===== config.mk =====
export PLATFORM = sky130hd
export DESIGN_NAME = sha256_msg_sequencer
export DESIGN_NICKNAME = d
export VERILOG_FILES = /design/src/rtl/sha256_seq_pkg.sv /design/src/rtl/sha256_digest_unloader.sv /design/src/rtl/sha256_msg_sequencer.sv
export SDC_FILE = /design/constraint.sdc
export NUM_CORES = 1
export LEC_CHECK = 0
export CAP_MARGIN = 20
export CORE_UTILIZATION = 29
export CTS_CLUSTER_DIAMETER = 40
export DETAILED_ROUTE_END_ITERATION = 6
export SLEW_MARGIN = 25
export SYNTH_ARGS = -nofsm -noshare
export SYNTH_HDL_FRONTEND = slang
export SYNTH_HIERARCHICAL = 1
export SYNTH_SLANG_ARGS = --single-unit

===== constraint.sdc =====
create_clock -name clk -period 5.7 [get_ports clk]
set_input_delay 0.57 -clock clk [delete_from_list [all_inputs] [get_ports clk]]
set_output_delay 0.57 -clock clk [all_outputs]
set_load 0.005 [all_outputs]

===== src/rtl/sha256_seq_pkg.sv =====
// Shared types and constants for the SHA-256 message sequencer and its digest unloader.
package sha256_seq_pkg;

   typedef enum logic [2:0] {
      ST_IDLE,
      ST_ABSORB,
      ST_PAD,
      ST_START,
      ST_WAIT,
      ST_OUT
   } seq_state_t;

   localparam logic [7:0] PAD_BYTE     = 8'h80;
   localparam int         LEN_POS      = 56;
   localparam int         BLOCK_BYTES  = 64;
   localparam int         DIGEST_BYTES = 32;

endpackage


===== src/rtl/sha256_digest_unloader.sv =====
// Streams the eight 32-bit digest words out one byte per cycle, most significant byte first.
module sha256_digest_unloader
   import sha256_seq_pkg::*;
(
   input  logic        clk,
   input  logic        rst_n,
   input  logic        go,
   input  logic [31:0] h_data,
   output logic [2:0]  h_addr,
   output logic [7:0]  dout,
   output logic        dvalid,
   output logic        done
);

   logic [4:0] out_idx;
   logic       active;

   always_ff @(posedge clk or negedge rst_n) begin
      if (!rst_n) begin
         out_idx <= '0;
         active  <= 1'b0;
      end else if (go) begin
         out_idx <= '0;
         active  <= 1'b1;
      end else if (active) begin
         if (out_idx == 5'(DIGEST_BYTES - 1))
            active <= 1'b0;
         out_idx <= out_idx + 5'd1;
      end
   end

   assign h_addr = out_idx[4:2];
   assign dvalid = active;
   assign done   = active && (out_idx == 5'(DIGEST_BYTES - 1));

   // dout is held at zero outside the 32-cycle window so idle outputs stay quiet
   always_comb begin
      dout = 8'h00;
      if (active) begin
         case (out_idx[1:0])
            2'd0:    dout = h_data[31:24];
            2'd1:    dout = h_data[23:16];
            2'd2:    dout = h_data[15:8];
            default: dout = h_data[7:0];
         endcase
      end
   end

endmodule


===== src/rtl/sha256_msg_sequencer.sv =====
// Packs the input byte stream into 512-bit blocks, appends SHA-256 padding and length,
// drives the compression core once per block and finally unloads the digest.
module sha256_msg_sequencer
   import sha256_seq_pkg::*;
#(
   parameter int LEN_W = 32
) (
   input  logic        clk,
   input  logic        rst_n,
   input  logic [7:0]  din,
   input  logic        valid,
   input  logic        last,
   output logic        busy,
   output logic [7:0]  dout,
   output logic        dvalid,
   output logic        w_we,
   output logic [3:0]  w_addr,
   output logic [31:0] w_data,
   output logic        core_start,
   output logic        core_init,
   input  logic        core_done,
   output logic [2:0]  h_addr,
   input  logic [31:0] h_data
);

   seq_state_t       state, state_next;
   logic [5:0]       byte_idx;
   logic [LEN_W-1:0] msg_cnt;
   logic [23:0]      hold;
   logic             first_blk, need_80, final_blk, pad_sent;

   logic             accept, strobe, in_pad, go, unl_done;
   logic [7:0]       pbyte, pad_val, len_byte;
   logic [63:0]      len_bits;

   assign accept = valid && ((state == ST_IDLE) || (state == ST_ABSORB));
   assign busy   = !((state == ST_IDLE) || (state == ST_ABSORB));
   assign in_pad = (state == ST_PAD);
   assign strobe = accept || in_pad;

   assign len_bits = {{(61 - LEN_W){1'b0}}, msg_cnt, 3'b000};

   // Length bytes occupy positions 56..63, most significant byte first
   always_comb begin
      len_byte = 8'h00;
      case (byte_idx[2:0])
         3'd0:    len_byte = len_bits[63:56];
         3'd1:    len_byte = len_bits[55:48];
         3'd2:    len_byte = len_bits[47:40];
         3'd3:    len_byte = len_bits[39:32];
         3'd4:    len_byte = len_bits[31:24];
         3'd5:    len_byte = len_bits[23:16];
         3'd6:    len_byte = len_bits[15:8];
         default: len_byte = len_bits[7:0];
      endcase
   end

   always_comb begin
      pad_val = 8'h00;
      if (need_80)
         pad_val = PAD_BYTE;
      else if (final_blk && (byte_idx >= 6'(LEN_POS)))
         pad_val = len_byte;
   end

   assign pbyte      = in_pad ? pad_val : din;
   assign w_we       = strobe && (byte_idx[1:0] == 2'b11);
   assign w_addr     = byte_idx[5:2];
   assign w_data     = w_we ? {hold, pbyte} : 32'h0;
   assign core_start = (state == ST_START);
   assign core_init  = core_start && first_blk;
   assign go         = (state == ST_WAIT) && core_done && final_blk;

   always_ff @(posedge clk or negedge rst_n) begin
      if (!rst_n)
         state <= ST_IDLE;
      else
         state <= state_next;
   end

   always_comb begin
      state_next = state;
      case (state)
         ST_IDLE, ST_ABSORB: begin
            if (accept) begin
               if (byte_idx == 6'(BLOCK_BYTES - 1))
                  state_next = ST_START;
               else if (last)
                  state_next = ST_PAD;
               else
                  state_next = ST_ABSORB;
            end
         end
         ST_PAD: begin
            if (byte_idx == 6'(BLOCK_BYTES - 1))
               state_next = ST_START;
         end
         ST_START: state_next = ST_WAIT;
         ST_WAIT: begin
            if (core_done) begin
               if (final_blk)
                  state_next = ST_OUT;
               else if (need_80 || pad_sent)
                  state_next = ST_PAD;
               else
                  state_next = ST_ABSORB;
            end
         end
         ST_OUT: begin
            if (unl_done)
               state_next = ST_IDLE;
         end
         default: state_next = ST_IDLE;
      endcase
   end

   // byte_idx wraps 63 -> 0 on its own, so every new block starts at position 0
   always_ff @(posedge clk or negedge rst_n) begin
      if (!rst_n) begin
         byte_idx  <= '0;
         msg_cnt   <= '0;
         hold      <= '0;
         first_blk <= 1'b0;
         need_80   <= 1'b0;
         final_blk <= 1'b0;
         pad_sent  <= 1'b0;
      end else begin
         if (strobe) begin
            hold     <= {hold[15:0], pbyte};
            byte_idx <= byte_idx + 6'd1;
         end
         if (accept) begin
            msg_cnt <= msg_cnt + 1'b1;
            if (state == ST_IDLE)
               first_blk <= 1'b1;
            if (last)
               need_80 <= 1'b1;
         end
         if (in_pad && need_80) begin
            need_80  <= 1'b0;
            pad_sent <= 1'b1;
            if (byte_idx < 6'(LEN_POS))
               final_blk <= 1'b1;
         end
         if (state == ST_START)
            first_blk <= 1'b0;
         // 0x80 spilled past position 55: the fresh block after it carries the length
         if ((state == ST_WAIT) && core_done && !final_blk && pad_sent)
            final_blk <= 1'b1;
         if ((state == ST_OUT) && unl_done) begin
            msg_cnt   <= '0;
            byte_idx  <= '0;
            hold      <= '0;
            final_blk <= 1'b0;
            pad_sent  <= 1'b0;
         end
      end
   end

   sha256_digest_unloader u_unloader (
      .clk    (clk),
      .rst_n  (rst_n),
      .go     (go),
      .h_data (h_data),
      .h_addr (h_addr),
      .dout   (dout),
      .dvalid (dvalid),
      .done   (unl_done)
   );

endmodule


# Yosys cells after proc, flatten, opt, wreduce, memory -nomap -nowiden
# Cells that the tools add are included.
[classes]
n_addsub = 3
magnitude_cmp = 2
n_eq_ne = 20
muxes = 39
n_reduce_logical = 35
[ops]
columns = ["cell", "n"]
rows = [
  ["32-bit two-way mux", 3],
  ["24-bit two-way mux", 2],
  ["8-bit one-hot mux with 5 select lines", 1],
  ["32-bit by 1-bit adder with 32-bit output (second input constant)", 1],
  ["8-bit two-way mux", 4],
  ["8-bit one-hot mux with 3 select lines", 1],
  ["2-bit nonzero test", 8],
  ["3-bit equality test (second input constant)", 5],
  ["1-bit two-way mux", 15],
  ["3-bit two-way mux", 5],
  ["3-bit one-hot mux with 5 select lines", 1],
  ["3-bit by 2-bit equality test with 1-bit output (second input constant)", 4],
  ["6-bit two-way mux", 2],
  ["1-bit logical AND", 11],
  ["5-bit two-way mux", 2],
  ["6-bit by 1-bit adder with 6-bit output (second input constant)", 1],
  ["3-bit by 1-bit equality test with 1-bit output (second input constant)", 2],
  ["6-bit equality test (second input constant)", 1],
  ["6-bit >= comparator (second input constant)", 1],
  ["3-bit zero test", 2],
  ["6-bit less-than comparator (second input constant)", 1],
  ["2-bit two-way mux", 3],
  ["2-bit inequality test (second input constant)", 3],
  ["2-bit AND reduction", 3],
  ["other kinds (12)", 17],
]
[word_totals]
register_bits = 75
elab_cells = 109

# Logic depth before layout (Yosys ltp)
[depth]
ltp_word = 8
depth_mapped = 12
ltp_nobuf = 8

# Modules after synthesis
# The synthesis kept the hierarchy.
[modules_own_cells]
columns = ["module", "n_inst", "cells_each", "area_per_inst_um2", "seq_area_each_um2"]
rows = [
  ["sha256_msg_sequencer", 1, 462, 3977.6, 1726.7],
  ["sha256_digest_unloader", 1, 71, 679.4, 150.1],
]

# Least setup slack after synthesis
# No wires, ideal clock.
[synth_timing]
kind = "reg-to-output"
start = "register byte_idx[0]"
end = "output port w_data[7]"
t_arrival_ps = 2041
setup_slack_ps = 3089
path_stages_with_launch = 7
n_path_buf = 0
path_cell_list = "dfrtp_1 -> ha_1 -> ha_1 -> nor4_1 -> a2bb2oi_1 -> o31a_1 -> nor2_1"
[synth_via]
elab_chain_cells = 7
[synth_rtl]
columns = ["element", "line_no", "source"]
rows = [
  ["start: declaration", "sha256_msg_sequencer.sv:27", "logic [5:0] byte_idx;"],
  ["start signal: assignment", "sha256_msg_sequencer.sv:130", "byte_idx <= byte_idx + 6'd1;"],
  ["3-bit by 2-bit equality test with 1-bit output (tied with other cells)", "sha256_msg_sequencer.sv:46", "case (byte_idx[2:0])"],
  ["3-bit OR reduction (no source line)", "--", ""],
  ["8-bit one-hot mux with 5 select lines", "sha256_msg_sequencer.sv:46", ""],
  ["8-bit two-way mux", "sha256_msg_sequencer.sv:62", "else if (final_blk && (byte_idx >= 6'(LEN_POS)))"],
  ["8-bit two-way mux", "sha256_msg_sequencer.sv:60", "if (need_80)"],
  ["8-bit two-way mux", "sha256_msg_sequencer.sv:66", "assign pbyte = in_pad ? pad_val : din;"],
  ["32-bit two-way mux *", "sha256_msg_sequencer.sv:69", "assign w_data = w_we ? {hold, pbyte} : 32'h0;"],
  ["end: declaration", "sha256_msg_sequencer.sv:18", "output logic [31:0] w_data,"],
]
# Every way passes the cells marked *; elsewhere a longest branch is shown, timed or not.

# Final worst setup path
# Ends and elaborated chain as after synthesis.

==> results.ini <==
[worst_setup_path]
critPathArrivalTime_ns = 3.48
crit_fanout = 27
cp-start-kind = flip-flop
critPathCaptureType = output pin
required_ns = 5.13
critical_path_class = reg2out
r2r_cells = 8

[logic_synthesis]
synth.area.top_cells = dfrtp_1 (40%), nand2_1 (5.5%), nand3_1 (4.7%)
synthFlopType = dfrtp_1
yosys.area.top_type = dfrtp_1
synth_fa_ha_area_share_pct = 2.96
synth_fp_nets = 589
synth_top_area_share_pct = 40.3
syn_area_um2 = 4660
yosysSeqAreaShare_pct = 40.3
muxShareOfSynthArea_pct = 3.57
syn_area_per_cell_um2 = 8.74
synth_warnings = 6
synth_top_family_by_area = simple AND/OR/NAND/NOR gates
synth_xor_area_share_pct = 2.07
synth_common_cells = dfrtp_1 (75), nand2_1 (68), nand3_1 (44)
ys_types = 54
ys_ff_latch = 75
syn_inst = 533
synth_compound_area_share_pct = 16.9
synth.most_common_cell = dfrtp_1
yosys.area_share.simple_pct = 27.0
synth-edff-count = 0
synth_async_sr_flop_share_pct = 100

[clocking]
htree_levels = 3
cts_max_path_buffers = 2
numCtsBuffers = 9
ctsHoldBuffers = 0
cts_tree = done
insertion_delay_ns = 0.34
cts-root-buf = clkbuf_16
postCtsSetupRepairBufs = 0
clkTransAtPathRegs_ns = 0.05
cts_resized = 0
cts.sinks = 75

[floorplan]
boundaryPins = 97
die_y_um = 129
rows = 45
die_w_um = 129
core_um2 = 15400
initial_core_util_pct = 30.2
die-area_um2 = 16600

[placed_design]
port_buffers = 96
postPlaceCellArea_um2 = 5650
place_ws_ns = 2.06
dpl.hpwl_mm = 9.27
place.gp.congestion = 0.837

[grt]
grt.total_usage_pct = 16.4
use_met1_pct = 20.0
grt_busiest_layer = met2
grt_max_degree = 76
grt_pass1_wl_mm = 21.6
first_global_vias = 4266
met3_usage_pct = 4.70
use_met2_pct = 27.2
grt-ovfl-total = 0
antenna_found_initial = 0

[pwr]
total_power_mw = 2.59
power_density_nw_per_um2 = 433
p_leak_nw = 2.53
peakVddDrop_uv = 220

[timing]
setup_violations = 0
slew_viol_final = 0
fin_crit_sh_pct = 71.0
timing.final.ws_setup_ns = 1.65
hold_viol_final = 0
tns_ns = 0
rsz0062_at_grt = false
layout_min_cycle_time_ns = 4.05
timing.fmax_mhz = 247
worst_slew_pin_slew_ns = 1.09
slew_headroom_pct = 26.7
finalClockSkew_ns = 0.0113

[status]
status = finished, final reports clean

[drt]
vias = 4332
vias_per_cell = 5.33
drc_errors = 0
drt.antenna.violating_nets = 0
drt_iter0_drc = 297
dr.pass1.iters = 6
routedWlPerCell_um = 16.3
wl_mm = 13.2

[hold_path]
hold_class = in2async

[layout]
layout-drive-gt1-share_pct = 6.49
syn2layout_area_growth_pct = 28.2
multi_input_area_um2 = 2450
seq_area_um2 = 1880
layout.nets = 652
final_area_um2 = 5970
fillers = 1573
antenna_cells = 0

[job]
cap_violations = 0

-- per-layer routing --
layer	vias up	wire, um
li1	2048	-
met1	2119	5610
met2	146	6300
met3	19	996
met4	0	290
met5	-	0
-- worst max-delay path, cell delays in order (launching register included) --
cell and delay [ns]:
dfrtp_1 0.44, ha_1 0.49, ha_1 0.37, nor4_1 0.74, a2bb2oi_1 0.19, o31a_1 0.30
nor2_1 0.09, clkdlybuf4s50_1 0.52
-- report_power, final --
part / switching (mW) / total [mW] / internal [mW]
logic: 0.564 / 1.09 / 0.522
clock network: 0.226 / 0.590 / 0.364
registers: 0.215 / 0.912 / 0.698
-- final cells by class --
class	count	share of cell area [%]
Inverter	24	1.51
Multi-Input combinational cell	388	41.0
Sequential cell	75	31.4
Timing Repair Buffer	98	16.4
Clock buffer	11	4.23
Tap cell	211	4.42
Clock inverter	5	1.03
-- flip-flops by register name, summed over array words and instances, names as in the netlist --
signal and flops:
msg_cnt 32, hold 24, byte_idx 6, u_unloader/out_idx 5
state 3, final_blk 1, first_blk 1, need_80 1
pad_sent 1, u_unloader/dvalid 1
-- final timing paths --
| check | from | to | slack (ns) |
|---|---|---|---|
| setup / recovery | byte_idx[0] | w_data[7] | 1.65 |
| hold / removal | rst_n | msg_cnt[23] | 0.25 |
| setup reg to reg | u_unloader/out_idx[0] | byte_idx[0] | 2.63 |
| hold reg to reg | hold[19] | hold[19] | 0.49 |
| max in group asynchronous | rst_n | hold[0] | 4.92 |
| min in group clk | hold[19] | hold[19] | 0.49 |
-- cell families after synthesis --
group                    after synthesis
AND/OR/NAND/NOR                      241
adder cells (fa/ha/maj)               11
flip-flops                            75
buffers and inverters                 70
AO/OA/AOI/OAI                        109
XOR/XNOR                              11
multiplexers                          16
-- through the flow --
step | utilization, % | std cells | hold WS [ns]
after floorplan | - | 533 | 0.274
after global placement | 36.6 | 796 | 0.473
after CTS | 38.7 | 812 | 0.438
final | 38.7 | 812 | 0.245
after detailed placement | 36.6 | 796 | 0.481
after global routing | 38.7 | 812 | 0.327
-- placed cells by master (no fill, tap or decap), drive strengths merged, types with 4 or more instances in the layout --
master,netlist,final
nand2,68,68
o31ai,9,9
clkbuf,23,11
dfrtp,75,75
nand4,8,8
nor2,32,32
mux2i,14,14
o21ai,22,22
nor3,5,5
nand2b,15,15
clkinv,0,4
nand3,44,44
xnor2,6,6
and3,30,30
ha,11,11
a221oi,8,8
xor2,5,5
or4,9,9
inv,24,24
a22oi,15,15
o2bb2ai,4,4
clkdlybuf4s50,0,95
a21oi,27,27
and4,7,7
nor4,12,12
a222oi,8,8
(Power assumes the default switching activity.)
